$ cat config.mk
export PLATFORM = sky130hd
export DESIGN_NAME = crc_serial_rx
export DESIGN_NICKNAME = d
export VERILOG_FILES = /design/src/rtl/crc_serial_rx.sv
export SDC_FILE = /design/constraint.sdc
export NUM_CORES = 1
export LEC_CHECK = 0
export ABC_CLOCK_PERIOD_IN_PS = 3900
export CELL_PAD_IN_SITES_DETAIL_PLACEMENT = 1
export CELL_PAD_IN_SITES_GLOBAL_PLACEMENT = 2
export CORE_ASPECT_RATIO = 0.9
export CORE_MARGIN = 1
export CORE_UTILIZATION = 36
export CTS_BUF_LIST = sky130_fd_sc_hd__clkbuf_16
export CTS_CLUSTER_DIAMETER = 150
export DETAILED_ROUTE_END_ITERATION = 8
export PLACE_DENSITY_LB_ADDON = 0.1
export SYNTH_ARGS = -nofsm -noshare
export SYNTH_HDL_FRONTEND = slang
export SYNTH_SLANG_ARGS = --single-unit
$ cat constraint.sdc
create_clock -name clk -period 3.9 [get_ports clk]
set_clock_uncertainty 0.15 [all_clocks]
set_input_delay 0.39 -clock clk [delete_from_list [all_inputs] [get_ports clk]]
set_output_delay 0.39 -clock clk [all_outputs]
set_load 0.01 [all_outputs]
$ cat src/rtl/crc_serial_rx.sv
// Serial receiver for 8-data + 4-CRC frames. Checks the CRC bit-serially and
// presents each frame on a valid/ready output register, with a saturating error count.
module crc_serial_rx #(
  parameter int unsigned        DATA_W    = 8,
  parameter int unsigned        CRC_W     = 4,
  parameter logic [CRC_W-1:0]   POLY      = CRC_W'(4'b0101),
  parameter int unsigned        ERR_CNT_W = 8
) (
  input  logic                 clk,
  input  logic                 rst,
  input  logic                 sin,
  input  logic                 sin_valid,
  input  logic                 sof,
  input  logic                 out_ready,
  output logic                 out_valid,
  output logic [DATA_W-1:0]    data_out,
  output logic [CRC_W-1:0]     crc_rx,
  output logic                 crc_ok,
  output logic                 busy,
  output logic                 overrun,
  output logic [ERR_CNT_W-1:0] err_count
);

  localparam int unsigned FRAME_W = DATA_W + CRC_W;
  localparam int unsigned CNT_W   = $clog2(FRAME_W + 1);

  typedef enum logic [1:0] {S_IDLE, S_DATA, S_CRC} state_e;

  state_e               state_q, state_d;
  logic [DATA_W-1:0]    data_sr_q, data_sr_d;
  logic [CRC_W-2:0]     crc_sr_q, crc_sr_d;
  logic [CRC_W-1:0]     lfsr_q, lfsr_d;
  logic [CRC_W-1:0]     crc_calc_q, crc_calc_d;
  logic [CNT_W-1:0]     cnt_q, cnt_d;
  logic                 out_valid_q, out_valid_d;
  logic [DATA_W-1:0]    data_out_q, data_out_d;
  logic [CRC_W-1:0]     crc_rx_q, crc_rx_d;
  logic                 crc_ok_q, crc_ok_d;
  logic                 busy_q, busy_d;
  logic                 overrun_q, overrun_d;
  logic [ERR_CNT_W-1:0] err_count_q, err_count_d;

  logic                 complete;
  logic [CRC_W-1:0]     crc_full;
  logic                 frame_ok;
  logic [CRC_W-1:0]     lfsr_next;

  // One MSB-first step of the CRC LFSR.
  function automatic logic [CRC_W-1:0] lfsr_step(input logic [CRC_W-1:0] c, input logic d);
    logic fb;
    fb = d ^ c[CRC_W-1];
    return {c[CRC_W-2:0], 1'b0} ^ (fb ? POLY : '0);
  endfunction

  always_comb begin
    state_d     = state_q;
    data_sr_d   = data_sr_q;
    crc_sr_d    = crc_sr_q;
    lfsr_d      = lfsr_q;
    crc_calc_d  = crc_calc_q;
    cnt_d       = cnt_q;
    out_valid_d = out_valid_q;
    data_out_d  = data_out_q;
    crc_rx_d    = crc_rx_q;
    crc_ok_d    = crc_ok_q;
    overrun_d   = 1'b0;
    err_count_d = err_count_q;
    complete    = 1'b0;
    crc_full    = {crc_sr_q, sin};
    frame_ok    = (crc_full == crc_calc_q);
    lfsr_next   = lfsr_step(lfsr_q, sin);

    // A qualified sof always starts a fresh frame, aborting any frame in progress.
    if (sin_valid) begin
      if (sof) begin
        data_sr_d = {data_sr_q[DATA_W-2:0], sin};
        lfsr_d    = lfsr_step('0, sin);
        cnt_d     = CNT_W'(1);
        state_d   = S_DATA;
      end else begin
        case (state_q)
          S_DATA: begin
            data_sr_d = {data_sr_q[DATA_W-2:0], sin};
            lfsr_d    = lfsr_next;
            cnt_d     = cnt_q + CNT_W'(1);
            if (cnt_q == CNT_W'(DATA_W - 1)) begin
              crc_calc_d = lfsr_next;
              state_d    = S_CRC;
            end
          end
          S_CRC: begin
            crc_sr_d = {crc_sr_q[CRC_W-3:0], sin};
            cnt_d    = cnt_q + CNT_W'(1);
            if (cnt_q == CNT_W'(FRAME_W - 1)) begin
              complete = 1'b1;
              cnt_d    = '0;
              state_d  = S_IDLE;
            end
          end
          default: state_d = S_IDLE;
        endcase
      end
    end

    if (out_valid_q && out_ready) out_valid_d = 1'b0;

    // A completed frame loads only if the register is free or draining this cycle.
    if (complete) begin
      if (!out_valid_q || out_ready) begin
        out_valid_d = 1'b1;
        data_out_d  = data_sr_q;
        crc_rx_d    = crc_full;
        crc_ok_d    = frame_ok;
      end else begin
        overrun_d = 1'b1;
      end
      if (!frame_ok && (err_count_q != '1)) err_count_d = err_count_q + ERR_CNT_W'(1);
    end

    busy_d = (state_d != S_IDLE);
  end

  always_ff @(posedge clk) begin
    if (!rst) begin
      state_q     <= S_IDLE;
      data_sr_q   <= '0;
      crc_sr_q    <= '0;
      lfsr_q      <= '0;
      crc_calc_q  <= '0;
      cnt_q       <= '0;
      out_valid_q <= 1'b0;
      data_out_q  <= '0;
      crc_rx_q    <= '0;
      crc_ok_q    <= 1'b0;
      busy_q      <= 1'b0;
      overrun_q   <= 1'b0;
      err_count_q <= '0;
    end else begin
      state_q     <= state_d;
      data_sr_q   <= data_sr_d;
      crc_sr_q    <= crc_sr_d;
      lfsr_q      <= lfsr_d;
      crc_calc_q  <= crc_calc_d;
      cnt_q       <= cnt_d;
      out_valid_q <= out_valid_d;
      data_out_q  <= data_out_d;
      crc_rx_q    <= crc_rx_d;
      crc_ok_q    <= crc_ok_d;
      busy_q      <= busy_d;
      overrun_q   <= overrun_d;
      err_count_q <= err_count_d;
    end
  end

  assign out_valid = out_valid_q;
  assign data_out  = data_out_q;
  assign crc_rx    = crc_rx_q;
  assign crc_ok    = crc_ok_q;
  assign busy      = busy_q;
  assign overrun   = overrun_q;
  assign err_count = err_count_q;

endmodule

# Word level (Yosys, flattened, before mapping)
# Index checks and enable logic that the tools add are counted.
dict set report op_classes {
  magnitude_cmp 0
  multipliers 0
  n_shift 0
  add_sub_neg 2
  mux 22
  eq_ne 6
  n_div 0
  reduce_logical 15
  n_bitwise 3
}
# cell n
set ops {}
lappend ops {{4-bit 2-to-1 mux} 4}
lappend ops {{8-bit 2-to-1 mux} 2}
lappend ops {{2-bit AND reduction} 5}
lappend ops {{8-bit by 1-bit adder with 8-bit output (second input constant)} 1}
lappend ops {{1-bit 2-to-1 mux} 8}
lappend ops {{2-bit 2-to-1 mux} 4}
lappend ops {{8-bit != test (second input constant)} 1}
lappend ops {{4-bit one-hot mux with 2 select lines} 1}
lappend ops {{3-bit 2-to-1 mux} 2}
lappend ops {{4-bit by 1-bit adder with 4-bit output (second input constant)} 1}
lappend ops {{4-bit by 3-bit equality test with 1-bit output (second input constant)} 1}
lappend ops {{4-bit equality test} 1}
lappend ops {{4-bit equality test (second input constant)} 1}
lappend ops {{2-bit one-hot mux with 2 select lines} 1}
lappend ops {{4-bit AND reduction} 1}
lappend ops {{2-bit nonzero test} 2}
lappend ops {{4-bit by 3-bit bitwise XOR with 4-bit output} 1}
lappend ops {{3-bit AND reduction} 1}
lappend ops {{3-bit nonzero test} 1}
lappend ops {{2-bit by 1-bit equality test with 1-bit output (second input constant)} 1}
lappend ops {{2-bit equality test (second input constant)} 1}
lappend ops {{1-bit logical AND} 2}
lappend ops {{1-bit zero test} 2}
lappend ops {{1-bit logical OR} 1}
lappend ops {{other kinds (2)} 2}
dict set report word_totals {
  wordCells 61
  ff_bits 49
  ram_bits 0
  memories 0
  latch_bits 0
  mem_bits_ro 0
}

# Depth between registers and ports, before layout
dict set report logic_depth {
  word_depth 6
  mapped_depth 8
  mapped_depth_nobuf 6
}

# Worst setup path after synthesis
# OpenSTA, ideal clock, no wires.
dict set report synth_path {
  path_type {reg2reg}
  startpoint {reg state_q[0]}
  endpoint {reg crc_ok_q, in the netlist crc_ok}
  path_stages_with_launch 8
  slack_ps 2131
  setup_ps 128
  t_arrival_ps 1492
  path_cell_list {dfxtp_1 inv_1 ha_1 nand3b_2 nor3_4 buf_6 mux2i_1 nor2_1}
}
dict set report synth_between {
  elab_chain_len 5
}
# element line_no
set synth_rtl {}
lappend synth_rtl {{start: declaration} 29} ;# state_e state_q, state_d;
lappend synth_rtl {{start signal: assignment} 139} ;# state_q <= state_d;
lappend synth_rtl {{2-bit equality test} 81} ;# case (state_q)
lappend synth_rtl {{1-bit 2-to-1 mux} 81}
lappend synth_rtl {{1-bit 2-to-1 mux} 75} ;# if (sof) begin
lappend synth_rtl {{1-bit 2-to-1 mux} 74} ;# if (sin_valid) begin
lappend synth_rtl {{2-bit AND reduction (no source line)} --}
lappend synth_rtl {{end signal: assignment} 148} ;# crc_ok_q <= crc_ok_d;
lappend synth_rtl {{end: declaration} 38} ;# logic crc_ok_q, crc_ok_d;
# No other way between the ends.
# A chain may end at the register's enable or synchronous reset.

# Worst setup path in the final report
dict set report layout_path {
  startpoint {in sof}
  endpoint {reg data_out_q[3], in the netlist data_out[3]}
}
dict set report layout_between {
  elab_chain_len 3
}
# element line_no
set layout_rtl {}
lappend layout_rtl {{start: declaration} 13} ;# input logic sof,
lappend layout_rtl {{1-bit 2-to-1 mux} 75}
lappend layout_rtl {{1-bit 2-to-1 mux} 74}
lappend layout_rtl {{2-bit AND reduction (no source line)} --}
lappend layout_rtl {{end signal: assignment} 146} ;# data_out_q <= data_out_d;
lappend layout_rtl {{end: declaration} 36} ;# logic [DATA_W-1:0] data_out_q, data_out_d;
# No other way between the ends.

==> out/qor.yml <==
worstHoldPathCells: 2
track_usage_pct: 17.3
path_class: "input port to flip-flop"
grt_pass1_vias: 1835
viasPerCell: 5.21
worst-path-max-fanout: 14
row_count: 26
ys_ff_latch: 49
post_cts_buffers: 0
r2r_end: "data_out[3]$_SDFFE_PN0P_"
cts_inserted_buffers: 5
clock_latency_ps: 290
post-place-ws_ps: 1090
grt_pass1_wl_mm: 8.91
min_path_type: "flip-flop to flip-flop"
cts_root_buf: "clkbuf_16"
fin_cells: 331
routed_wl_mm: 5.02
power_switching_share_pct: 21.3
max_slew_margin_pct: 42.2
syn_avg_cell_area_sq_um: 9.34
antenna_cells: 0
worstPathRequired_ps: 3910
slew_violations: 0
first_pass_iters: 6
worstHoldEndpoint: "data_sr_q[7]$_SDFFE_PN0P_"
arrival_ps: 2490
antenna_found_initial: 0
die_h_microns: 76.4
clk_path_buf_depth: 2
layout_common_cells: "dfxtp_1 (49), nor2_1 (31), clkdlybuf4s50_1 (29)"
r2r_cells: 6
power_density_nw_per_um2: 390
dp.cells: 323
synth_fp_nets: 247
nNetsFinal: 270
yosysWarnings: 0
syn-instance-count: 237
fin_crit_sh_pct: 63.5
grt_setup_unrepaired: "false"
hold_buffers: 0
drive_above_1_share_pct: 6.90
p_switching_w: 0.000223
setup_violations: 0
holdCritStartpoint: "data_sr_q[7]$_SDFFE_PN0P_"
drt-initial-drc-count: 71
grt_max_degree: 27
outcome: "finished clean"
hpwl_mm: 3.32
fmax_ghz: 0.404
final_util_pct: 46.4
place.gp.congestion: 0.695
cp-start-kind: "input port"
fin_ws_ps: 1420
fp.dieW_microns: 84.7
reg2reg_slack_ps: 1600
ant_nets: 0
pin_count: 30
drc: 0
final_common_cell: "dfxtp_1"
internal-power_w: 0.000823
die_area_sq_um: 6470
vias: 1725
overflow: 0
netlist_area_sq_um: 2210
ys_types: 46
ys_seq_area_share_pct: 44.3
finalHoldViolCount: 0
p_seq_share_pct: 48.6
tns_ps: 0
tightest_slew_ps: 861
p_comb_share_pct: 4.7
clock-sinks: 49
cap_viol_max_count: 0
reg2reg_from: "state_q[0]$_SDFF_PN0_"
cts_tree: "yes"
cts-htree-levels: 2
vdd_drop_max_mv: 0.157
wl_per_cell_microns: 15.2
postCtsResizedCells: 0
syn_to_final_growth_pct: 21.2
synth_ff_type: "dfxtp_1"
p_clk_share_pct: 46.7
start_util_pct: 38.2
synth_edf_count: 0
clk_pin_slew_ps: 70
cp-end-kind: "flip-flop"
p_leak_nw: 0.919
coreArea_sq_um: 5790
post-route-min-period_ps: 2480
port_buffers: 29
ys_async_sr_fraction_pct: 0
[synthesized netlist by cell type (2+ instances only)]
cell / count / area share, %
dfxtp_1: 49 / 44
nor2_1: 31 / 5.3
nand2_1: 24 / 4.1
mux2i_1: 22 / 9.9
a21oi_1: 20 / 4.5
clkbuf_1: 7 / 1.2
inv_1: 7 / 1.2
nand3_1: 5 / 1.1
o21ai_1: 5 / 1.1
o31ai_1: 5 / 1.7
a22oi_1: 4 / 1.4
ha_1: 4 / 2.3
buf_4: 3 / 1.0
nand2b_1: 3 / 0.85
or4_1: 3 / 1.0
xnor2_1: 3 / 1.2
xor2_1: 3 / 1.2
and3b_1: 2 / 0.79
buf_2: 2 / 0.45
buf_6: 2 / 1.0
nand3b_1: 2 / 0.68
nand4_1: 2 / 0.56
nor2b_1: 2 / 0.56
nor4_2: 2 / 1.1
o21ai_0: 2 / 0.45
o221a_1: 2 / 1.0
o22ai_1: 2 / 0.56
[area by class of cell]
| type | count | area (sq um) |
|---|---|---|
| Clock inverter | 3 | 41.3 |
| Fill cell | 671 | 3110 |
| Inverter | 7 | 26.3 |
| Tap cell | 70 | 87.6 |
| Multi-Input combinational cell | 167 | 1130 |
| Clock buffer | 5 | 125 |
| Sequential cell | 49 | 981 |
| Timing Repair Buffer | 30 | 298 |
[critical path: stages]
cell and delay, ps:
clkdlybuf4s50_1 630, nand3b_2 400, nor3_4 730, mux2i_1 280, nor2_1 50
[power groups by stage]
stage                     Combinational [W]  Sequential, W  Clock [W]
after floorplan                   0.0000353       0.000519          0
after detailed placement          0.0000504       0.000520          0
final                             0.0000495       0.000509   0.000488
after global routing              0.0000559       0.000509   0.000519
after CTS                         0.0000506       0.000508   0.000504
after global placement            0.0000501       0.000520          0
[how the worst max path moves through the flow]
| stage | slack [ps] | start | end | cells after the start |
|---|---|---|---|---|
| 2_1_floorplan | 2130 | state_q[0]$_SDFF_PN0_ | crc_ok$_SDFFE_PN0P_ | 7 |
| 3_3_place_gp | 1130 | sof | data_out[3]$_SDFFE_PN0P_ | 5 |
| 3_5_place_dp | 1090 | sof | data_out[3]$_SDFFE_PN0P_ | 5 |
| 4_1_cts | 1400 | sof | data_out[3]$_SDFFE_PN0P_ | 5 |
| 5_1_grt | 1220 | sof | data_out[6]$_SDFFE_PN0P_ | 5 |
| 6_report | 1420 | sof | data_out[3]$_SDFFE_PN0P_ | 5 |
[cell families (layout without fill, tap and decap cells)]
family | count (synthesis) | after routing | share of synthesized area, %
adder cells (fa/ha/maj) | 4 | 4 | 2.26
AND/OR/NAND/NOR | 88 | 88 | 22.0
XOR/XNOR | 7 | 7 | 3.11
buffers and inverters | 21 | 45 | 4.86
AO/OA/AOI/OAI | 46 | 46 | 13.6
multiplexers | 22 | 22 | 9.94
flip-flops | 49 | 49 | 44.3
[registers in the layout (all words and copies together), names as in the netlist, 2 cells and up]
signal	count
crc_rx	4
crc_calc_q	4
err_count	8
data_sr_q	8
data_out	8
state_q	2
lfsr_q	4
cnt_q	4
crc_sr_q	3
[through the flow]
stage | hold slack (ps) | instance area, sq um | total power [W]
6_report | 312 | 2690 | 0.00105
3_5_place_dp | 302 | 2520 | 0.000570
2_1_floorplan | 286 | 2210 | 0.000554
4_1_cts | 311 | 2690 | 0.00106
3_3_place_gp | 298 | 2520 | 0.000570
5_1_grt | 355 | 2690 | 0.00108
[layer usage]
| layer | global-route usage, % | vias up | part of all wire, % |
|---|---|---|---|
| li1 | - | 878 | - |
| met1 | 23.6 | 817 | 51 |
| met2 | 27.6 | 22 | 45 |
| met3 | 3.47 | 8 | 2.9 |
| met4 | 5.59 | 0 | 1.4 |
| met5 | 0 | - | 0 |
Power figures use the tool's default switching activity.
==> RTL edit 1, RTL diff (same settings) <==
Register the output `err_count` once more, cleared by the reset; this adds one clock of latency there. The other outputs are not delayed to match.
--- a/src/rtl/crc_serial_rx.sv
+++ b/src/rtl/crc_serial_rx.sv
@@ -160,3 +160,9 @@
   assign overrun   = overrun_q;
-  assign err_count = err_count_q;
+  always_ff @(posedge clk) begin
+    if (!rst) begin
+      err_count <= '0;
+    end else begin
+      err_count <= err_count_q;
+    end
+  end
 
Function: no difference found for any inputs over 10 cycles, from zero or initial values and one cycle with rst low; that may be too few to reach the edited logic, so the function may still have changed.
==> RTL edit 1 against the original RTL <==
  * Design area rose by 14%
  * Critical path depth did not move
  * Clock power increased by 50%
  * Wire length increased by 6.7%
  * Power rose by 31%
  * Synthesized area grew 11%
  * Non-clock buffer count unchanged
  * Sequential power increased by 16%
  * Worst setup slack worse by 0.033 ns
  * Combinational power up 3%
  * Via count rose by 6.0%
  * Sequential cell count up 8
  * Highest routed layer unchanged
==> RTL edit 1: results (changes against the original RTL) <==
* Status: finished clean
* Met2 wire length at 2.383 mm (+5.3%)
* Final hold vios at 0 (unchanged)
* Max incr delay on CP at 0.71 ns (-0.02 ns)
* Pre-CTS setup slack at 1.025 ns (-0.06404 ns)
* Wire length on met1 at 2.692 mm (+6.0%)
* Clock latency on the worst-skew pair at 0.32 ns (+0.03 ns)
* GRT Util Overall at 16.94% (-0.40 points)
* Top post-synthesis cells by count: dfxtp_1, nor2_1, mux2i_1
* Synth unique cells at 48 (+4.3%)
* HPWL after DPL at 3.605 mm (+8.5%)
* Top cells by area, synth: dfxtp_1, mux2i_1, nor2_1, a21oi_1, mux2_4
* Port buffer count at 29 (unchanged)
* Critical path's slowest cell: nor3_4
* CTS clk-pin slew, worst paths at 0.05 ns (-0.02 ns)
* Min-Delay Path Class: flop to flop
* Peak VDD IR at 0.0002414 V (+54%)
* Post-synthesis net count at 261 (+5.7%)
* Initial antenna violation count at 0 (unchanged)
* Total CTS buffers at 9 (+4)
* First-pass GRT wire length at 8.825 mm (-0.92%)
* H-tree levels at 3 (+1)
* Compound-cell area share of the yosys netlist at 10.43% (-3.1 points)
* Placed cell area at 2788 um^2 (+11%)
* GPL Wtd Cong at 0.7072 (+1.8%)
* Vias at 1829 (+6.0%)
* Crit path max-delay family: simple AND/OR/NAND/NOR gates
* Warnings, synthesis at 0 (unchanged)
* Worst EP arrival at 2.55 ns (+0.06 ns)
* WHS at 0.3202 ns (+0.007948 ns)
* Crit-path max FO at 16 (+2)
* 1st-iter DRT viols at 57 (-20%)
* Pre-antenna DRT Iters at 4 (-2)
* Share of layout cells above drive strength 1 at 10.92% (+4.0 points)
* Seq/Total Area, Yosys at 46.63% (+2.3 points)
* LEAKAGE at 1.095 nW (+19%)
* Setup fix buffers added after clock tree synthesis at 0 (unchanged)
* Worst slew margin at 45.23% (+3.0 points)
* Clock root buffer: clkbuf_16
* Fin nets at 290 (+7.4%)
* Post-synthesis mux area share at 11.30% (+1.4 points)
* Final WL at 5.355 mm (+6.7%)
* Antenna Diode Count at 0 (unchanged)
* Max layer used: met4
* Metal3 WL at 211 um (+45%)
* Reg2Reg Setup Slack at 1.71 ns (+0.11 ns)
* Post-Synth XOR/XNOR Area at 2.812% (-0.30 points)
* Post-synthesis adder-cell area fraction at 2.045% (-0.21 points)
* Ys async rst share at 0% (unchanged)
* Largest net degree at the start of global routing at 32 (+19%)
* Cts repair resizes at 0 (unchanged)
* Post-route setup slack at 1.391 ns (-0.03299 ns)
* Max clock buf depth at 2 (unchanged)
## RTL edit 1: cell families (layout without fill, tap and decap cells)
| kind of cell | count (synthesis) | count (layout) |
|---|---|---|
| DFF | 57 | 57 |
| and+or+nand+nor | 101 | 101 |
| AOI/OAI and AO/OA | 41 | 41 |
| buffers and inverters | 16 | 49 |
| muxes | 25 | 25 |
| xor gates and xnor gates | 7 | 7 |
| adders and majority gates | 4 | 4 |
## RTL edit 1: power breakdown
part           leakage [nW]  switching, mW  internal [mW]
clock network         0.141          0.252          0.480
registers             0.460        0.00350          0.588
logic                 0.494         0.0335         0.0177
total                  1.10          0.289           1.09
## RTL edit 1: final cells by class
| cell class | instances | area, um^2 |
|---|---|---|
| clock buffer | 9 | 225.2 |
| clock inverter | 6 | 51.30 |
| multi-input combinational | 178 | 1221 |
| timing repair buffer | 30 | 297.8 |
| sequential | 57 | 1141 |
| inverter | 4 | 15.01 |
| fill | 814 | 3522 |
| tap | 90 | 112.6 |
## RTL edit 1: metrics by stage
stage                     utilization (%)  cells
after global placement              42.33    359
after global routing                46.52    374
after CTS                           46.52    374
after floorplan                         -    251
final                               46.52    374
after detailed placement            42.33    359
## RTL edit 1: path summary, 6_finish.rpt
check	end	from	cells after the start
max	data_out[5]	sof	5
min	data_sr_q[7]	data_sr_q[7]	2
max reg2reg	data_out[5]	state_q[0]	6
min reg2reg	data_sr_q[7]	data_sr_q[7]	2
## RTL edit 1: metal layers
metal | vias to the layer above | GRT usage, %
met1 | 868 | 21.04
met4 | 0 | 6.774
li1 | 927 | -
met2 | 29 | 26.23
met5 | - | 0
met3 | 5 | 6.475
## RTL edit 1: worst reg2reg max path: stages (launching register included)
cell and delay [ns]:
dfxtp_1 0.32, inv_1 0.06, ha_1 0.30, nand3b_2 0.21, nor3_4 0.71, mux2i_1 0.27, nor2_1 0.05
==> RTL edit 2, RTL diff (config.mk and constraints unchanged) <==
Without the edit above. Change the parameter `ERR_CNT_W` from 8 to 12.
--- a/src/rtl/crc_serial_rx.sv
+++ b/src/rtl/crc_serial_rx.sv
@@ -6,3 +6,3 @@
   parameter logic [CRC_W-1:0]   POLY      = CRC_W'(4'b0101),
-  parameter int unsigned        ERR_CNT_W = 8
+  parameter int unsigned        ERR_CNT_W = 12
 ) (
Ports: changed (resized err_count); port bits go from 30 to 34. The function was not compared with the original's and may differ.
==> RTL edit 2 against the original RTL <==
  * Wire length increased by 13%
  * Sequential cell count increased by 4
  * Design area increased by 8.8%
  * Power increased by 0.37%
  * Synthesized area increased by 7.1%
  * Worst setup slack improved by 0.16 ns
  * Global-route usage increased by 0.27 points
  * Sequential power increased by 7.9%
  * Critical path type unchanged
  * Largest power group unchanged
==> RTL edit 2: results (changes against the original RTL) <==
* Post-synthesis mux area share at 2.955% (-7.0 points)
* Clock root buffer: clkbuf_16
* Final Non-Filler Cells at 392 (+18%)
* GRT Util Overall at 17.61% (+0.27 points)
* Pre-antenna DRT Iters at 4 (-2)
* Fin nets at 314 (+16%)
* First-pass GRT wire length at 9.508 mm (+6.7%)
* Post-Synth XOR/XNOR Area at 4.063% (+0.96 points)
* Post-synthesis net count at 285 (+15%)
* Post-synthesis adder-cell area fraction at 2.111% (-0.15 points)
* Largest net degree at the start of global routing at 34 (+26%)
* Final WL at 5.660 mm (+13%)
* Share of layout cells above drive strength 1 at 8.197% (+1.3 points)
* 1st-iter DRT viols at 61 (-14%)
* Critical path capture point: err_count[10]
* Total CTS buffers at 5 (unchanged)
* R2r startpoint: cnt_q[0]
* Synth unique cells at 43 (-6.5%)
* LEAKAGE at 1.017 nW (+11%)
* Peak VDD IR at 0.0002660 V (+69%)
* Status: finished clean
* HPWL after DPL at 4.017 mm (+21%)
* Worst slew margin at 46.47% (+4.2 points)
* Post-route setup slack at 1.584 ns (+0.1605 ns)
* Met2 wire length at 2.587 mm (+14%)
* Compound-cell area share of the yosys netlist at 16.36% (+2.8 points)
* Crit. Startpoint: sin
* Crit-path max FO at 8 (-6)
* Placed instance count at 384 (+19%)
* WHS at 0.3036 ns (-0.008665 ns)
* Reg2Reg Setup Slack at 1.72 ns (+0.12 ns)
* Pre-CTS setup slack at 1.253 ns (+0.1644 ns)
* Vias in the first global route at 1895 (+3.3%)
* Seq/Total Area, Yosys at 44.75% (+0.46 points)
* Vias at 1982 (+15%)
* Top post-synthesis cells by count: dfxtp_1, nand2_1, a21oi_1
* Wire length on met1 at 2.879 mm (+13%)
* Placed cell area at 2769 um^2 (+9.9%)
* Top cells by area, synth: dfxtp_1, nand2_1, a21oi_1, nor2_1, nor4_4
* GPL Wtd Cong at 0.7550 (+8.7%)
* R2r endpoint: err_count[7]
* Max FFs per register at 12
* Worst EP arrival at 2.36 ns (-0.13 ns)
* Net Switching at 244.2 uW (+9.5%)
* Port buffer count at 33 (+14%)
* Metal3 WL at 134 um (-8.2%)
* Cts repair resizes at 0 (unchanged)
* Max clock buf depth at 2 (unchanged)
* Post-synthesis cell count at 275 (+16%)
==> RTL edit 2: worst min path at each step <==
stage,startpoint,end,depth (start not counted)
floorplan,data_sr_q[7],data_out[7],2
global placement,data_out[6],data_out[6],2
detailed placement,data_out[1],data_out[1],2
CTS,data_out[6],data_out[6],2
global route,data_out[1],data_out[1],2
finish,data_out[6],data_out[6],2
==> RTL edit 2: layer usage <==
metal | GRT usage [%] | up-vias
met5 | 0 | -
met3 | 3.119 | 4
met1 | 24.43 | 949
li1 | - | 1004
met2 | 27.73 | 25
met4 | 5.410 | 0
==> RTL edit 2: critical path, cell delays in order <==
cell and delay, ns:
clkdlybuf4s50_1 0.68, xor2_1 0.16, nor4_4 0.58, nor4_4 0.16
and3_1 0.22, o21a_1 0.16
==> RTL edit 2: power by group through the flow <==
| stage | registers (mW) | clock network (mW) | logic (mW) |
|---|---|---|---|
| after global routing | 0.549 | 0.487 | 0.0560 |
| after floorplan | 0.561 | 0 | 0.0345 |
| final | 0.549 | 0.451 | 0.0502 |
| after global placement | 0.562 | 0 | 0.0503 |
| after CTS | 0.549 | 0.467 | 0.0510 |
| after detailed placement | 0.562 | 0 | 0.0507 |
==> RTL edit 2: layout make-up <==
type / instances / area, um^2
Clock buffer: 5 / 125.1
Clock inverter: 3 / 26.28
Fill cell: 745 / 3329
Inverter: 13 / 48.80
Multi-Input combinational cell: 195 / 1197
Sequential cell: 53 / 1061
Tap cell: 87 / 108.9
Timing Repair Buffer: 36 / 352.8
